`src/rtl/parking_pkg.sv`:
```
// Shared types for the parking controller exit path:
// FSM states, response error codes and default widths.
package parking_pkg;

  localparam int SLOT_W_DEF = 3;

  typedef enum logic [1:0] {
    IDLE,
    DECODE,
    RESP,
    LOCKOUT
  } state_e;

  typedef enum logic [1:0] {
    ERR_OK    = 2'b00,
    ERR_RANGE = 2'b01,
    ERR_EMPTY = 2'b10
  } err_e;

endpackage

```
`src/rtl/lockout_timer.sv`:
```
// Down-counter that times the bad-token lockout window.
// Loads LOCK_CYCLES-1 on start; done while the count is zero.
module lockout_timer #(
  parameter int LOCK_CYCLES = 16
) (
  input  logic i_clk,
  input  logic i_rst_n,
  input  logic i_start,
  output logic o_done
);

  localparam int CW =
    (LOCK_CYCLES > 1) ? $clog2(LOCK_CYCLES) : 1;
  localparam logic [CW-1:0] LOAD = CW'(LOCK_CYCLES - 1);

  logic [CW-1:0] r_cnt;

  always_ff @(posedge i_clk) begin
    if (!i_rst_n) begin
      r_cnt <= '0;
    end else if (i_start) begin
      r_cnt <= LOAD;
    end else if (r_cnt != '0) begin
      r_cnt <= r_cnt - 1'b1;
    end
  end

  assign o_done = (r_cnt == '0);

endmodule

```
`src/rtl/exit_token_decoder.sv`:
```
// Exit-path token decoder: recovers slot = token ^ pattern,
// validates it, answers with a handshake and locks out bad tokens.
module exit_token_decoder
  import parking_pkg::*;
#(
  parameter int SLOT_W      = SLOT_W_DEF,
  parameter int NUM_SLOTS   = 8,
  parameter int MAX_TRIES   = 3,
  parameter int LOCK_CYCLES = 16,
  parameter logic [SLOT_W-1:0] PATTERN_RST = SLOT_W'(3'b101)
) (
  input  logic                 i_clk,
  input  logic                 i_rst_n,
  input  logic                 i_pattern_load,
  input  logic [SLOT_W-1:0]    i_pattern_in,
  input  logic                 i_exit_valid,
  output logic                 o_exit_ready,
  input  logic [SLOT_W-1:0]    i_token,
  input  logic [NUM_SLOTS-1:0] i_occupied,
  output logic                 o_resp_valid,
  input  logic                 i_resp_ready,
  output logic [SLOT_W-1:0]    o_park_number,
  output logic [1:0]           o_resp_err,
  output logic [NUM_SLOTS-1:0] o_release,
  output logic                 o_locked
);

  localparam int SPAN = 1 << SLOT_W;
  localparam int FW   = $clog2(MAX_TRIES + 1);
  localparam logic [FW-1:0] FAIL_MAX = FW'(MAX_TRIES);

  state_e                 r_state;
  logic [SLOT_W-1:0]      r_pattern;
  logic [SLOT_W-1:0]      r_slot;
  logic [SLOT_W-1:0]      r_park;
  err_e                   r_err;
  logic [FW-1:0]          r_fail;
  logic                   r_exit_ready;
  logic                   r_resp_valid;
  logic [NUM_SLOTS-1:0]   r_release;
  logic                   r_locked;

  logic [SPAN-1:0]        w_occ;
  logic                   w_in_range;
  err_e                   w_err;
  logic [NUM_SLOTS-1:0]   w_onehot;
  logic                   w_lock_start;
  logic                   w_lock_done;

  // Pad the map so an out-of-range slot never indexes past it.
  assign w_occ      = SPAN'(i_occupied);
  assign w_in_range = (32'(r_slot) < NUM_SLOTS);
  assign w_onehot   = w_in_range ?
                      (NUM_SLOTS'(1) << r_slot) : '0;

  always_comb begin
    w_err = ERR_OK;
    if (!w_in_range) begin
      w_err = ERR_RANGE;
    end else if (!w_occ[r_slot]) begin
      w_err = ERR_EMPTY;
    end
  end

  assign w_lock_start = (r_state == RESP) &&
                        i_resp_ready &&
                        (r_fail == FAIL_MAX);

  lockout_timer #(
    .LOCK_CYCLES(LOCK_CYCLES)
  ) u_lockout_timer (
    .i_clk   (i_clk),
    .i_rst_n (i_rst_n),
    .i_start (w_lock_start),
    .o_done  (w_lock_done)
  );

  always_ff @(posedge i_clk) begin
    if (!i_rst_n) begin
      r_state      <= IDLE;
      r_pattern    <= PATTERN_RST;
      r_slot       <= '0;
      r_park       <= '0;
      r_err        <= ERR_OK;
      r_fail       <= '0;
      r_exit_ready <= 1'b0;
      r_resp_valid <= 1'b0;
      r_release    <= '0;
      r_locked     <= 1'b0;
    end else begin
      if (i_pattern_load) begin
        r_pattern <= i_pattern_in;
      end
      r_release <= '0;
      unique case (r_state)
        IDLE: begin
          if (i_exit_valid && r_exit_ready) begin
            r_slot       <= i_token ^ r_pattern;
            r_exit_ready <= 1'b0;
            r_state      <= DECODE;
          end else begin
            r_exit_ready <= 1'b1;
          end
        end
        DECODE: begin
          r_park       <= r_slot;
          r_err        <= w_err;
          r_resp_valid <= 1'b1;
          r_state      <= RESP;
          if (w_err == ERR_OK) begin
            r_release <= w_onehot;
            r_fail    <= '0;
          end else if (r_fail != FAIL_MAX) begin
            r_fail <= r_fail + 1'b1;
          end
        end
        RESP: begin
          if (i_resp_ready) begin
            r_resp_valid <= 1'b0;
            r_park       <= '0;
            r_err        <= ERR_OK;
            if (r_fail == FAIL_MAX) begin
              r_locked <= 1'b1;
              r_state  <= LOCKOUT;
            end else begin
              r_exit_ready <= 1'b1;
              r_state      <= IDLE;
            end
          end
        end
        LOCKOUT: begin
          if (w_lock_done) begin
            r_locked     <= 1'b0;
            r_fail       <= '0;
            r_exit_ready <= 1'b1;
            r_state      <= IDLE;
          end
        end
        default: r_state <= IDLE;
      endcase
    end
  end

  assign o_exit_ready  = r_exit_ready;
  assign o_resp_valid  = r_resp_valid;
  assign o_park_number = r_park;
  assign o_resp_err    = r_err;
  assign o_release     = r_release;
  assign o_locked      = r_locked;

endmodule
```
`config.mk`:
```
export PLATFORM = sky130hd
export DESIGN_NAME = exit_token_decoder
export DESIGN_NICKNAME = d
export VERILOG_FILES = /design/src/rtl/parking_pkg.sv /design/src/rtl/lockout_timer.sv /design/src/rtl/exit_token_decoder.sv
export SDC_FILE = /design/constraint.sdc
export NUM_CORES = 1
export LEC_CHECK = 0
export ABC_AREA = 0
export CAP_MARGIN = 20
export CORE_MARGIN = 4
export CORE_UTILIZATION = 42
export CTS_CLUSTER_DIAMETER = 100
export DETAILED_ROUTE_END_ITERATION = 8
export PLACE_DENSITY = 0.8
export SYNTH_ARGS = -nofsm -noshare
export SYNTH_HDL_FRONTEND = slang
export SYNTH_HIERARCHICAL = 1
export SYNTH_SLANG_ARGS = --single-unit
```
`constraint.sdc`:
```
create_clock -name i_clk -period 1.41 [get_ports i_clk]
set_input_delay 0.282 -clock i_clk [delete_from_list [all_inputs] [get_ports i_clk]]
set_output_delay 0.282 -clock i_clk [all_outputs]
set_load 0.05 [all_outputs]
```
==> flow_summary.json, run 1 <==
{
  "seq_area_sq_um": 591,
  "fin_crit_ps": 1640,
  "dp.final_hpwl_mm": 2.65,
  "status": "finished, violations left",
  "slowest_delay_ps": 540,
  "cpMaxStageDelayCell": "mux4_2",
  "path_max_fanout": 5,
  "grt_pass1_wl_mm": 5.87,
  "ios": 35,
  "finalSetupViolCount": 4,
  "fin_ws_ps": -234,
  "antenna_cells": 0,
  "die-area_sq_um": 4030,
  "syn2layout_area_growth_pct": 63.8,
  "initial_core_util": 0.453,
  "power_leakage_nw": 0.893,
  "min_from": "r_pattern[0]",
  "drtIter0Drc": 62,
  "synth_edf_count": 0,
  "power_density_nw_per_um2": 1240,
  "crit_path_cell_trace": "mux2_4, mux4_2, nor3_2, mux2_1",
  "cap_viol_max_count": 0,
  "drv_slew": 0,
  "synth_nets": 152,
  "async_flop_share": 0,
  "post-route-period-util": 1.17,
  "clock_sinks": 29,
  "synth.yosys.seq_area_share": 0.450,
  "die_width_microns": 63.4,
  "rr_worst_depth": 4,
  "rsz0062_at_grt": "true",
  "synthFlopType": "dfxtp_1",
  "synth_top_area_cell": "dfxtp_1",
  "postCtsHoldBufs": 0,
  "gp_congestion": 0.789,
  "min_to": "r_pattern[0]",
  "crit_family": "multiplexers",
  "required_ps": 1700,
  "io_buffers": 33,
  "drive_gt1_frac": 0.392,
  "start_kind": "flop",
  "yosys_warnings": 6,
  "fmax_mhz": 608,
  "multi_input_area_sq_um": 729,
  "rows": 19,
  "drc": 0,
  "ant_nets": 0,
  "cts_tree": "built",
  "grt_max_degree": 23,
  "chipHeight_microns": 63.4,
  "path_class": "reg -> reg",
  "nets": 206,
  "cts-buffers-inserted": 5,
  "syn_avg_cell_area_sq_um": 9.86,
  "grt_usage": 0.193,
  "setup_tns_ps": -647,
  "grt_overflow_total": 0,
  "htree_num_levels": 2,
  "synth.top_cell.area_share": 0.450,
  "netlist_area_sq_um": 1290,
  "violations": "negative setup slack",
  "min_path_cells": 2,
  "vdd_drop_max_mv": 0.798,
  "crit_path_end_kind": "flop",
  "antenna_found_initial": 0,
  "r2r-start": "r_slot[1]",
  "hp-class": "reg -> reg",
  "first_global_vias": 1246,
  "synth_commonest_cells": "29 x dfxtp_1, 12 x nand2_1, 9 x nor2_1",
  "routedWlPerCell_microns": 16.5,
  "synth_area_leaders": "dfxtp_1 45%, mux2i_1 4.7%, nand2_1 3.5%",
  "clk_path_buf_depth": 2,
  "worst_clock_skew_ps": 5.62,
  "vias_per_cell": 5.50,
  "cts-root-buf": "clkbuf_4",
  "clk_latency_ps": 340,
  "path_clk_slew_ps": 100,
  "core_sq_um": 2850,
  "yosysMostFrequentCell": "dfxtp_1",
  "r2r-end": "r_fail[0]",
  "dp_slack_ps": -503,
  "critPathArrivalTime_ps": 1930,
  "crit_buf_inv": 0,
  "hold_viol_final": 0,
  "synth_cells": 131,
  "reg2reg_slack_ps": -230,
  "firstDrtPassIters": 4,
  "synth.distinct_cells": 39,
  "synth-seq-cells": 29,
  "nFillCells": 193,
  "vias": 1194,
  "routed_wl_mm": 3.58
}
[worst max path at each step]
stage,startpoint,endpoint,cells after the start
after floorplan,r_slot[1],r_fail[1],4
after global placement,i_occupied[4],r_fail[1],5
after detailed placement,i_occupied[5],r_fail[1],5
after CTS,r_slot[1],r_fail[0],4
after global routing,r_slot[1],r_fail[0],4
final,r_slot[1],r_fail[0],4
[per-layer routing]
layer	track usage	up-vias	share of wire	wire (microns)
met2	0.355	40	0.55	1950
met4	0.0863	0	0.024	87
li1	-	570	-	-
met1	0.190	573	0.38	1350
met5	0	-	0	0
met3	0.0728	11	0.052	185
[cell type report]
cell class	instances	share of cell area
Clock buffer	5	0.0178
Clock inverter	3	0.0308
Inverter	4	0.00710
Multi-Input combinational cell	91	0.345
Sequential cell	29	0.279
Tap cell	31	0.0183
Timing Repair Buffer	54	0.302
[report_power, final]
group          internal (mW)  switching [mW]  total (mW)
Combinational          0.458           0.333       0.791
Sequential             0.896          0.0803       0.977
Clock                  0.548           0.313       0.861
Total                   1.90           0.726        2.63
[kinds of logic (layout without fill, tap and decap cells)]
kind of cell / after synthesis / in the layout / share of synthesized area
flip-flops: 29 / 29 / 0.450
AND/OR/NAND/NOR: 45 / 45 / 0.205
other: 1 / 1 / 0.00290
adder cells (fa/ha/maj): 2 / 2 / 0.0194
multiplexers: 13 / 13 / 0.116
XOR/XNOR: 4 / 4 / 0.0271
AO/OA/AOI/OAI: 26 / 26 / 0.143
buffers and inverters: 11 / 66 / 0.0358
[cell usage in the layout, fill, tap and decap left out, types with 5 or more instances in the layout]
master            n
a21oi_1           6
buf_12           15
buf_4            21
clkbuf_4          5
clkdlybuf4s50_1  18
dfxtp_1          23
dfxtp_2           5
mux2i_1           6
nand2_1          10
nor2_1            9
o21ai_0           5
[worst register-to-register path, stage by stage (launching register included)]
cell and delay [ps]:
dfxtp_4 410, mux2_4 310, mux4_2 540, nor3_2 170, mux2_1 170
[through the flow]
| step | hold slack, ps | util | instances | power [mW] | area (sq um) |
|---|---|---|---|---|---|
| 4_1_cts | 520 | 0.726 | 216 | 2.61 | 2070 |
| 5_1_grt | 526 | 0.741 | 217 | 2.77 | 2110 |
| 2_1_floorplan | 399 | - | 131 | 1.40 | 1330 |
| 3_3_place_gp | 472 | 0.683 | 206 | 1.66 | 1950 |
| 3_5_place_dp | 495 | 0.683 | 206 | 1.71 | 1950 |
| 6_report | 510 | 0.741 | 217 | 2.63 | 2110 |
[state kept, by name, summed over array words and instances (netlist names)]
signal / flops
o_exit_ready: 1
o_locked: 1
o_park_number: 3
o_release: 8
o_resp_err: 1
o_resp_valid: 1
r_fail: 2
r_pattern: 3
r_slot: 3
r_state: 2
u_lockout_timer/r_cnt: 4
[timing repair]
action | 4_1_cts | 5_1_grt
buffers inserted | 2 | 2
resized for setup | 4 | 9
pin swaps | 7 | 7
setup endpoints to repair | 7 | 13
Note: power is estimated with default switching activity, not from simulation.
==> run 2: changes to the inputs <==
--- a/config.mk
+++ b/config.mk
@@ -12,7 +12,7 @@
 export CTS_CLUSTER_DIAMETER = 100
 export DETAILED_ROUTE_END_ITERATION = 8
 export PLACE_DENSITY = 0.8
+export SETUP_SLACK_MARGIN = 0.2
 export SYNTH_ARGS = -nofsm -noshare
 export SYNTH_HDL_FRONTEND = slang
-export SYNTH_HIERARCHICAL = 1
 export SYNTH_SLANG_ARGS = --single-unit
==> flow_summary.json, run 2 <==
{
  "status": "finished, violations left",
  "violations": "negative setup slack",
  "finalSetupViolCount": 4,
  "gp_congestion": 0.765,
  "fin_crit_ps": 1550,
  "yosys_warnings": 0,
  "cts-buffers-inserted": 5,
  "clock_sinks": 29,
  "grt_overflow_total": 0,
  "grt_pass1_wl_mm": 5.81,
  "path_class": "reg -> reg",
  "seq_area_sq_um": 596,
  "final_core_util": 0.773,
  "async_flop_share": 0,
  "routedWlPerCell_microns": 15.4,
  "power.total_mw": 2.60,
  "synth.yosys.seq_area_share": 0.460,
  "crit_path_end_kind": "flop",
  "start_kind": "flop",
  "crit_family": "multiplexers",
  "hold_viol_final": 0,
  "antenna_cells": 0,
  "htree_num_levels": 2,
  "syn_avg_cell_area_sq_um": 9.07,
  "worst_clock_skew_ps": 12.6,
  "final_cell_mix": "24 x buf_4, 23 x nor2_1, 21 x dfxtp_1",
  "final_common_cell": "buf_4",
  "initial_core_util": 0.450,
  "firstDrtPassIters": 4,
  "synth_nets": 160,
  "synth_area_leaders": "dfxtp_1 46%, mux2i_1 10%, nor2_1 7.7%",
  "syn2layout_area_growth_pct": 72.0,
  "grt_max_degree": 10,
  "dp.final_hpwl_mm": 2.48,
  "yosysMostFrequentCell": "dfxtp_1",
  "crit_path_cell_trace": "mux2i_1, mux4_2, o21ai_0, a221oi_1",
  "synthFlopType": "dfxtp_1",
  "die-area_sq_um": 3940,
  "critPathArrivalTime_ps": 1770,
  "vdd_drop_max_mv": 1.22,
  "hold_ws_ps": 453,
  "path_clk_slew_ps": 100,
  "ant_nets": 0,
  "drive_gt1_frac": 0.417,
  "postCtsHoldBufs": 0,
  "rsz0062_at_grt": "true",
  "synth_top_area_cell": "dfxtp_1",
  "drc": 0,
  "core_sq_um": 2810,
  "cts_tree": "built",
  "hp-class": "in -> reg",
  "clk_latency_ps": 330,
  "synth.top_cell.area_share": 0.460,
  "final_area_sq_um": 2170,
  "power_density_nw_per_um2": 1200,
  "crit_buf_inv": 0,
  "largest_reg_flops": 8,
  "path_max_fanout": 7,
  "synth_cells": 139,
  "cts-root-buf": "clkbuf_4",
  "netlist_area_sq_um": 1260,
  "nets": 219,
  "power_leakage_nw": 0.875,
  "fin_ws_ps": -137,
  "drv_slew": 0,
  "synth.distinct_cells": 37,
  "slowest_delay_ps": 410,
  "synth_commonest_cells": "29 x dfxtp_1, 26 x nor2_1, 13 x mux2i_1",
  "cpMaxStageDelayCell": "dfxtp_4",
  "vias": 1198,
  "io_buffers": 33,
  "multi_input_area_sq_um": 749,
  "grt_usage": 0.183,
  "chipHeight_microns": 62.8,
  "clk_path_buf_depth": 2,
  "rows": 19,
  "nFillCells": 203,
  "cap_viol_max_count": 0,
  "ios": 35,
  "synth_edf_count": 0,
  "placed_area_sq_um": 1910,
  "first_global_vias": 1280,
  "drtIter0Drc": 18,
  "die_width_microns": 62.8,
  "fmax_mhz": 646,
  "synth-seq-cells": 29,
  "routed_wl_mm": 3.54,
  "antenna_found_initial": 0,
  "vias_per_cell": 5.21,
  "post-route-period-util": 1.10,
  "required_ps": 1630
}
## run 2: final cells by class
class / instances / area share
Clock buffer: 7 / 0.0300
Clock inverter: 1 / 0.00231
Inverter: 8 / 0.0138
Multi-Input combinational cell: 95 / 0.345
Sequential cell: 29 / 0.275
Tap cell: 31 / 0.0179
Timing Repair Buffer: 59 / 0.316
## run 2: worst register-to-register path: stages, from the launching register on
cell and delay (ps):
dfxtp_4 410, mux2i_1 290, mux4_2 310, o21ai_0 90
a221oi_1 340
## run 2: cells by family after synthesis
logic type / synth area share
other: 0.00297
xor gates and xnor gates: 0.0278
adders and majority gates: 0.0198
AOI/OAI and AO/OA: 0.112
buffers and inverters: 0.0546
DFF: 0.460
and+or+nand+nor: 0.201
muxes: 0.121
## run 2: final timing paths
check               startpoint      endpoint  slack [ps]  cells after the start
hold reg to reg   o_exit_ready  o_exit_ready         510                      2
hold / removal         i_rst_n  r_pattern[2]         450                      3
setup / recovery     r_slot[1]     r_fail[0]        -140                      4
setup reg to reg     r_slot[1]     r_fail[0]        -140                      4
## run 2: timing repair
action	in CTS	in global routing
gates resized for setup	21	17
pin swaps	10	14
endpoints found under the hold margin	0	0
buffers inserted	5	2
setup endpoints to repair	21	27
## run 2: through the flow
stage               setup slack (ps)  setup TNS (ps)  instances
finish                          -137            -323        230
global route                    -196            -673        230
CTS                            -89.4            -149        228
detailed placement              -400           -3230        215
global placement                -336           -2320        215
floorplan                      -32.7           -32.7        139
## run 2: routing by layer
layer  routed length (microns)  global-route usage  vias up
li1                          -                   -      589
met5                         0                   0        -
met4                        57              0.0689        0
met3                       167              0.0683        8
met1                      1320               0.176      566
met2                      2000               0.350       35
## run 2: power by group
part | leakage (nW) | switching [mW] | total (mW) | internal (mW)
Combinational | 0.594 | 0.442 | 1.01 | 0.570
Clock | 0.0413 | 0.293 | 0.582 | 0.288
Sequential | 0.240 | 0.105 | 1.01 | 0.903
Total | 0.875 | 0.841 | 2.60 | 1.76
==> run 3: changes to the inputs <==
--- a/config.mk
+++ b/config.mk
@@ -7,9 +7,9 @@
 export LEC_CHECK = 0
 export ABC_AREA = 0
 export CAP_MARGIN = 20
-export CORE_MARGIN = 4
 export CORE_UTILIZATION = 42
 export CTS_CLUSTER_DIAMETER = 100
+export CTS_CLUSTER_SIZE = 25
 export DETAILED_ROUTE_END_ITERATION = 8
 export PLACE_DENSITY = 0.8
 export SETUP_SLACK_MARGIN = 0.2
==> flow_summary.json, run 3 (same netlist as run 2, synthesis figures left out) <==
{
  "die-area_sq_um": 3230,
  "ant_nets": 0,
  "fin_ws_ps": -64.3,
  "start_kind": "flop",
  "clk_latency_ps": 320,
  "grt_usage": 0.218,
  "path_class": "reg -> reg",
  "htree_num_levels": 2,
  "power_leakage_nw": 0.852,
  "cts-root-buf": "clkbuf_4",
  "vias": 1182,
  "drc": 9,
  "vdd_drop_max_mv": 1.12,
  "r2r-end": "r_fail[1]",
  "io_buffers": 33,
  "cts-buffers-inserted": 5,
  "crit_path_cell_trace": "mux2i_2, mux4_2, a21boi_1, a31o_1",
  "ios": 35,
  "dpl.cell_count": 213,
  "initial_core_util": 0.450,
  "core_sq_um": 2810,
  "post-route-period-util": 1.05,
  "dp_slack_ps": -376,
  "worst_clock_skew_ps": 4.49,
  "cpMaxStageDelayCell": "mux4_2",
  "firstDrtPassIters": 6,
  "largest_reg_flops": 8,
  "hold_ws_ps": 506,
  "min_path_cells": 2,
  "cts_tree": "built",
  "dp.final_hpwl_mm": 2.39,
  "min_to": "r_pattern[2]",
  "placed_area_sq_um": 1890,
  "final_area_sq_um": 2120,
  "routedWlPerCell_microns": 14.8,
  "hp-class": "reg -> reg",
  "final_core_util": 0.755,
  "path_max_fanout": 6,
  "min_from": "r_pattern[2]",
  "clk_path_buf_depth": 2,
  "hold_viol_final": 0,
  "vias_per_cell": 5.21,
  "r2r-start": "r_slot[1]",
  "met1Wirelength_mm": 1.22,
  "rows": 19,
  "power_density_nw_per_um2": 1180,
  "slowest_delay_ps": 500,
  "grt_max_degree": 10,
  "first_global_vias": 1199,
  "critPathArrivalTime_ps": 1690,
  "rr_worst_depth": 4,
  "crit_buf_inv": 0,
  "antenna_found_initial": 0,
  "crit_path_end_kind": "flop",
  "finalSetupViolCount": 2,
  "final_cell_mix": "23 x nor2_1, 23 x dfxtp_1, 23 x buf_4",
  "grt_pass1_wl_mm": 5.27,
  "fmax_mhz": 678,
  "rsz0062_at_grt": "true",
  "top_layer_used": "met4",
  "wl_met2_mm": 1.88,
  "antenna_cells": 0,
  "nets": 217,
  "path_clk_slew_ps": 80,
  "routed_wl_mm": 3.35,
  "power.total_mw": 2.49,
  "violations": "design-rule violations, negative setup slack",
  "syn2layout_area_growth_pct": 67.9,
  "die_width_microns": 56.8,
  "crit_family": "multiplexers",
  "reg2reg_slack_ps": -60,
  "status": "finished, violations left",
  "required_ps": 1630,
  "instances_no_fill": 227,
  "cap_viol_max_count": 0,
  "grt_overflow_total": 0,
  "chipHeight_microns": 56.8,
  "nFillCells": 204,
  "gp_congestion": 0.761,
  "setup_tns_ps": -88.4,
  "drv_slew": 0,
  "postCtsHoldBufs": 0,
  "drtIter0Drc": 28,
  "met3_wirelength_microns": 180,
  "fin_crit_ps": 1470,
  "clock_sinks": 29,
  "drive_gt1_frac": 0.383
}
run 3: changes by cell type in the layout (fill, tap and decap cells not counted), moves of 2 or more:
cell | before | now
o21ai_1 | 0 | 2
dfxtp_2 | 6 | 4
o21ai_2 | 3 | 1
dfxtp_1 | 21 | 23
run 3: layer usage:
layer,up-vias,GRT usage
li1,585,-
met1,556,0.207
met2,31,0.439
met3,10,0.0668
met4,0,0.0627
met5,-,0
run 3: worst max path at each step:
stage	end	startpoint	cells past startpoint	slack [ps]
floorplan	r_fail[1]	r_slot[1]	5	-30
global placement	r_fail[1]	i_occupied[2]	5	-340
detailed placement	r_fail[1]	i_occupied[5]	5	-380
CTS	r_fail[1]	r_slot[1]	4	-60
global route	r_fail[1]	r_slot[1]	4	-110
finish	r_fail[1]	r_slot[1]	4	-60
run 3: cell type report:
cell class | count | area [sq um] | share of cell area
multi-input combinational | 95 | 737 | 0.348
timing repair buffer | 57 | 663 | 0.313
sequential | 29 | 593 | 0.280
clock buffer | 7 | 55.1 | 0.0260
tap | 31 | 38.8 | 0.0183
inverter | 8 | 30.0 | 0.0142
run 3: what timing repair did:
item / 4_1_cts / 5_1_grt
setup buffers: 7 / 0
pin swaps: 14 / 9
resized for setup: 21 / 10
endpoints found under the hold margin: 0 / 0
setup endpoints to repair: 20 / 26
run 3: worst register-to-register path: cells and delay by family, from the launching register on:
kind	cells	cell delay [ps]
DFF	1	390
muxes	2	670
AOI/OAI and AO/OA	2	320
run 3: power by group:
| group | switching, mW | leakage [nW] | internal, mW |
|---|---|---|---|
| Sequential | 0.0963 | 0.239 | 0.902 |
| Combinational | 0.443 | 0.582 | 0.552 |
| Clock | 0.263 | 0.0314 | 0.235 |
| Total | 0.802 | 0.852 | 1.69 |
